File: config.mk
export PLATFORM = sky130hd
export DESIGN_NAME = operand_fetch_4b_flat
export DESIGN_NICKNAME = d
export VERILOG_FILES = /design/src/rtl/operand_fetch_4b_pkg.sv /design/src/rtl/operand_fetch_4b_if.sv /design/src/rtl/operand_fetch_4b_regfile_core.sv /design/src/rtl/operand_fetch_4b.sv /design/src/flat_wrapper.sv
export SDC_FILE = /design/constraint.sdc
export NUM_CORES = 1
export LEC_CHECK = 0
export CAP_MARGIN = 40
export CORE_MARGIN = 2
export CORE_UTILIZATION = 49
export CTS_CLUSTER_DIAMETER = 30
export DETAILED_ROUTE_END_ITERATION = 10
export PLACE_DENSITY = 0.78
export SYNTH_ARGS = -nofsm -noshare
export SYNTH_HDL_FRONTEND = slang
export SYNTH_HIERARCHICAL = 1
export SYNTH_SLANG_ARGS = --single-unit
File: constraint.sdc
create_clock -name clk -period 1.3 [get_ports clk]
set_input_delay 0.195 -clock clk [delete_from_list [all_inputs] [get_ports clk]]
set_output_delay 0.195 -clock clk [all_outputs]
set_load 0.005 [all_outputs]
File: src/rtl/operand_fetch_4b_pkg.sv
// Shared constants for the 4-bit operand stage and the 4-bit logic units.
package operand_fetch_4b_pkg;

    localparam int unsigned OF_WIDTH = 4;
    localparam int unsigned OF_NREGS = 4;
    localparam int unsigned OF_AW    = 2;

    // Index of the hardwired-zero register.
    localparam logic [OF_AW-1:0] REG_ZERO = '0;

endpackage

File: src/rtl/operand_fetch_4b_if.sv
// Write port, read request and operand handshake of the operand fetch stage.
interface operand_fetch_4b_if #(
    parameter int unsigned WIDTH = 4,
    parameter int unsigned AW    = 2
);

    logic             we;
    logic [AW-1:0]    waddr;
    logic [WIDTH-1:0] wdata;
    logic             in_valid;
    logic             in_ready;
    logic [AW-1:0]    raddr_x;
    logic [AW-1:0]    raddr_y;
    logic             out_valid;
    logic             out_ready;
    logic [WIDTH-1:0] x;
    logic [WIDTH-1:0] y;

    // Requesting side: drives writes, read requests and the consume strobe.
    modport master (
        output we, waddr, wdata, in_valid, raddr_x, raddr_y, out_ready,
        input  in_ready, out_valid, x, y
    );

    // Operand stage side.
    modport slave (
        input  we, waddr, wdata, in_valid, raddr_x, raddr_y, out_ready,
        output in_ready, out_valid, x, y
    );

endinterface

File: src/rtl/operand_fetch_4b_regfile_core.sv
// Register file: one write port, two combinational read ports, register 0 reads zero.
module regfile_core
    import operand_fetch_4b_pkg::*;
#(
    parameter int unsigned WIDTH = OF_WIDTH,
    parameter int unsigned NREGS = OF_NREGS,
    parameter int unsigned AW    = OF_AW
) (
    input  logic             clk,
    input  logic             reset,
    input  logic             we,
    input  logic [AW-1:0]    waddr,
    input  logic [WIDTH-1:0] wdata,
    input  logic [AW-1:0]    raddr_x,
    input  logic [AW-1:0]    raddr_y,
    output logic [WIDTH-1:0] rdata_x,
    output logic [WIDTH-1:0] rdata_y
);

    logic [WIDTH-1:0] mem [NREGS];

    // Storage update; writes to register 0 are dropped.
    always_ff @(posedge clk) begin
        if (reset) begin
            mem <= '{default: '0};
        end else if (we && (waddr != REG_ZERO)) begin
            mem[waddr] <= wdata;
        end
    end

    // Read ports with register 0 forced to zero.
    always_comb begin
        rdata_x = (raddr_x == REG_ZERO) ? '0 : mem[raddr_x];
        rdata_y = (raddr_y == REG_ZERO) ? '0 : mem[raddr_y];
    end

endmodule

File: src/rtl/operand_fetch_4b.sv
// Operand fetch stage: reads two registers per request and holds them as x/y
// behind a valid/ready handshake, with write-to-read bypass.
module operand_fetch_4b
    import operand_fetch_4b_pkg::*;
#(
    parameter int unsigned WIDTH = OF_WIDTH,
    parameter int unsigned NREGS = OF_NREGS,
    parameter int unsigned AW    = OF_AW
) (
    input  logic                 clk,
    input  logic                 reset,
    operand_fetch_4b_if.slave    bus
);

    logic [WIDTH-1:0] rdata_x;
    logic [WIDTH-1:0] rdata_y;
    logic [WIDTH-1:0] next_x;
    logic [WIDTH-1:0] next_y;
    logic             wr_hit;
    logic             accept;
    logic             out_valid_q;
    logic [WIDTH-1:0] x_q;
    logic [WIDTH-1:0] y_q;

    regfile_core #(
        .WIDTH (WIDTH),
        .NREGS (NREGS),
        .AW    (AW)
    ) u_regfile (
        .clk     (clk),
        .reset   (reset),
        .we      (bus.we),
        .waddr   (bus.waddr),
        .wdata   (bus.wdata),
        .raddr_x (bus.raddr_x),
        .raddr_y (bus.raddr_y),
        .rdata_x (rdata_x),
        .rdata_y (rdata_y)
    );

    // Handshake and per-port bypass of a same-cycle write to a non-zero register.
    always_comb begin
        bus.in_ready = !out_valid_q || bus.out_ready;
        accept       = bus.in_valid && bus.in_ready;
        wr_hit       = bus.we && (bus.waddr != REG_ZERO);
        next_x       = (wr_hit && (bus.raddr_x == bus.waddr)) ? bus.wdata : rdata_x;
        next_y       = (wr_hit && (bus.raddr_y == bus.waddr)) ? bus.wdata : rdata_y;
    end

    // Operand registers: load on accept, drop valid on consume, hold on stall.
    always_ff @(posedge clk) begin
        if (reset) begin
            x_q         <= '0;
            y_q         <= '0;
            out_valid_q <= 1'b0;
        end else if (accept) begin
            x_q         <= next_x;
            y_q         <= next_y;
            out_valid_q <= 1'b1;
        end else if (bus.out_ready) begin
            out_valid_q <= 1'b0;
        end
    end

    assign bus.out_valid = out_valid_q;
    assign bus.x         = x_q;
    assign bus.y         = y_q;

endmodule

File: src/flat_wrapper.sv
// flat-port wrapper written by rule: the top's interface ports become plain ports
module operand_fetch_4b_flat import operand_fetch_4b_pkg::*;
#(
    parameter int unsigned WIDTH = OF_WIDTH,
    parameter int unsigned NREGS = OF_NREGS,
    parameter int unsigned AW    = OF_AW
)
  (clk, reset, bus_we, bus_waddr, bus_wdata, bus_in_valid, bus_raddr_x, bus_raddr_y, bus_out_ready, bus_in_ready, bus_out_valid, bus_x, bus_y);
  operand_fetch_4b_if #(.WIDTH(WIDTH), .AW(AW)) bus_i ();
  input  logic clk;
  input  logic reset;
  input wire logic [$bits(bus_i.we)-1:0] bus_we;
  input wire logic [$bits(bus_i.waddr)-1:0] bus_waddr;
  input wire logic [$bits(bus_i.wdata)-1:0] bus_wdata;
  input wire logic [$bits(bus_i.in_valid)-1:0] bus_in_valid;
  input wire logic [$bits(bus_i.raddr_x)-1:0] bus_raddr_x;
  input wire logic [$bits(bus_i.raddr_y)-1:0] bus_raddr_y;
  input wire logic [$bits(bus_i.out_ready)-1:0] bus_out_ready;
  output wire logic [$bits(bus_i.in_ready)-1:0] bus_in_ready;
  output wire logic [$bits(bus_i.out_valid)-1:0] bus_out_valid;
  output wire logic [$bits(bus_i.x)-1:0] bus_x;
  output wire logic [$bits(bus_i.y)-1:0] bus_y;
  assign bus_i.we = bus_we;
  assign bus_i.waddr = bus_waddr;
  assign bus_i.wdata = bus_wdata;
  assign bus_i.in_valid = bus_in_valid;
  assign bus_i.raddr_x = bus_raddr_x;
  assign bus_i.raddr_y = bus_raddr_y;
  assign bus_i.out_ready = bus_out_ready;
  assign bus_in_ready = bus_i.in_ready;
  assign bus_out_valid = bus_i.out_valid;
  assign bus_x = bus_i.x;
  assign bus_y = bus_i.y;
  operand_fetch_4b #(.WIDTH(WIDTH), .NREGS(NREGS), .AW(AW)) u_core (.clk(clk), .reset(reset), .bus(bus_i));
endmodule
==> results.json, run 1 <==
{
  "status": "completed",
  "dr.pass1.iters": 4,
  "finish.utilization_pct": 70.0,
  "ys_types": 21,
  "reg2reg_slack_ns": 0.12,
  "crit_fanout": 3,
  "p_per_area_nw_per_um2": 830,
  "via_per_inst": 5.45,
  "regArea_um2": 432,
  "rows": 17,
  "grt_pass1_wl_mm": 4.23,
  "seq_area_frac_synth_pct": 36.8,
  "grt_pass1_vias": 955,
  "setup-violations-final": 0,
  "clock_latency_ns": 0.30,
  "die_w_um": 52.3,
  "fin_crit_sh_pct": 94.2,
  "syn_area_per_cell_um2": 10.2,
  "antenna_found_initial": 0,
  "worst_pin_slew_ns": 0.319,
  "slew_headroom_pct": 78.7,
  "syn-cell-area_um2": 1140,
  "synthCells": 112,
  "rsz0062_at_grt": "false",
  "required_ns": 1.11,
  "dp_slack_ns": -0.524,
  "cts_tree": "built",
  "h-tree-depth": 1,
  "grt_overflow": 0,
  "fill_cells": 176,
  "grt_util_all_layers_pct": 20.9,
  "holdCritPathClass": "input pin to register",
  "maxCapViolCount": 0,
  "synthToLayoutAreaGrowth_pct": 35.5,
  "numCtsBuffers": 3,
  "nets": 164,
  "hold_viol": 0,
  "avgRoutedWirePerCell_um": 14.8,
  "portBuffers": 24,
  "slew_viol_final": 0,
  "synth_top_area_share_pct": 36.8,
  "syn_nets": 127,
  "setup_slack_ns": 0.0754,
  "synth-seq-cells": 21,
  "drtAntennaViolNets": 0,
  "grt_max_degree": 18,
  "drt_wl_total_mm": 2.60,
  "vdd_drop_max_uv": 922,
  "yosysTopAreaCell": "dfxtp_1",
  "p_leak_uw": 0.000739,
  "finalCriticalPeriod_ns": 1.22,
  "diodes": 0,
  "numClockSinks": 21,
  "cts_buffer_depth": 2,
  "cp.arrival_ns": 1.03,
  "drc": 0,
  "dieArea_um2": 2730,
  "multiInputGateArea_um2": 706,
  "crit_type": "input pin to output port",
  "path_clk_slew_ns": 0.10,
  "drt_iter0_markers": 7,
  "die_h_um": 52.3,
  "core_area_um2": 2210,
  "max_freq_ghz": 0.817,
  "power_uw": 1290,
  "final.setup_skew_ns": 0.00710,
  "final_layout_size_suffix_gt1_share_pct": 24.3,
  "start_util_pct": 51.6,
  "critPathCaptureType": "output port",
  "dp.final_hpwl_mm": 2.03,
  "postCtsHoldBufs": 0,
  "yosys_warnings": 6,
  "ctsRootBufferMaster": "clkbuf_4",
  "yosys-top-cells-area": "dfxtp_1 37%, mux2i_1 18%, nand2b_1 9.3%",
  "routabilityCongestion": 0.715,
  "vias": 959,
  "io_pins": 25,
  "cp-start-kind": "input pin"
}
report_power, final:
part / total [uW] / internal [uW] / switching [uW]
sequential: 698 / 679 / 18.6
combinational: 285 / 162 / 123
clock: 302 / 115 / 188
sequential cells by signal, indices dropped and copies added, names as in the netlist:
register,count
u_core/u_regfile/mem,12
u_core/bus.out_valid,1
u_core/bus.y,4
u_core/bus.x,4
worst paths after layout:
path                                               from                    to  depth (start not counted)
worst max register to register  u_core/u_regfile/mem[2]       u_core/bus.x[2]                          4
worst max-delay path                      bus_out_ready          bus_in_ready                          3
worst min register to register          u_core/bus.y[0]       u_core/bus.y[0]                          2
worst min-delay path                       bus_in_valid  u_core/bus.out_valid                          3
cell families (layout without fill, tap and decap cells):
family | after synthesis | after routing | synth area share, %
simple gates | 35 | 35 | 18.7
mux | 28 | 28 | 25.4
flops | 21 | 21 | 36.8
compound gates | 19 | 19 | 14.5
buf+inv | 7 | 43 | 3.07
xor+xnor | 2 | 2 | 1.53
layout make-up:
| type | instances | share of cell area (%) |
|---|---|---|
| tap | 28 | 2.26 |
| sequential | 21 | 27.9 |
| inverter | 1 | 0.243 |
| clock inverter | 1 | 0.323 |
| multi-input combinational | 84 | 45.6 |
| timing repair buffer | 38 | 22.2 |
| clock buffer | 3 | 1.46 |
metal layers:
| metal | vias up | routed length (um) | GRT usage (%) |
|---|---|---|---|
| li1 | 483 | - | - |
| met5 | - | 0 | 0 |
| met4 | 0 | 8 | 2.56 |
| met3 | 2 | 90 | 6.00 |
| met1 | 455 | 1190 | 24.7 |
| met2 | 19 | 1320 | 37.9 |
synthesized netlist by cell type:
cell type  count
a211oi_1       8
a21oi_1        1
a22o_1         8
a2bb2oi_2      2
and2_1         1
and2b_1        2
and3b_1        1
and4bb_2       2
buf_2          1
buf_6          1
clkbuf_1       4
dfxtp_1       21
inv_1          1
mux2_1         4
mux2_2         4
mux2i_1       20
nand2b_1      17
nand3_1        3
nand3b_1       1
nor2_1         8
xor2_1         2
layout by cell type, fill, tap and decap left out:
cell             count
xor2_2               1
dfxtp_2              9
buf_4               11
and3b_1              1
a2bb2oi_2            1
mux2_1               4
a22o_1               8
nand3b_1             1
a2bb2oi_4            1
dlygate4sd2_1       17
xor2_1               1
a211oi_1             8
clkbuf_4             3
buf_12               1
and4bb_2             2
dfxtp_1             12
mux2i_1             20
and2b_1              2
clkdlybuf4s50_1      7
mux2_2               4
inv_1                1
buf_6                2
and2_1               1
a21oi_1              1
nor2_1               8
nand3_1              3
clkinv_2             1
nand2b_1            17
stage by stage:
| stage | hold slack, ns | TNS (ns) | instances | area, um2 |
|---|---|---|---|---|
| after floorplan | 0.324 | 0 | 112 | 1140 |
| after global placement | 0.479 | -5.48 | 170 | 1490 |
| after detailed placement | 0.482 | -6.20 | 170 | 1490 |
| after CTS | 0.453 | 0 | 176 | 1550 |
| after global routing | 0.481 | 0 | 176 | 1550 |
| final | 0.452 | 0 | 176 | 1550 |
critical path, stage by stage:
cell and delay, ns:
clkdlybuf4s50_1 0.40, nand2b_1 0.16, dlygate4sd2_1 0.27
timing repair:
item | 4_1_cts | 5_1_grt
gates resized for setup | 30 | 0
buffers inserted | 2 | 0
setup endpoints to repair | 18 | 0
Note: power is estimated with default switching activity, not from simulation.
==> inputs of run 2 (changes only) <==
Settings changed: HOLD_SLACK_MARGIN from default to 0.05.
==> results of run 2 <==
Final layout, timing and power as in run 1 (identical DEF).
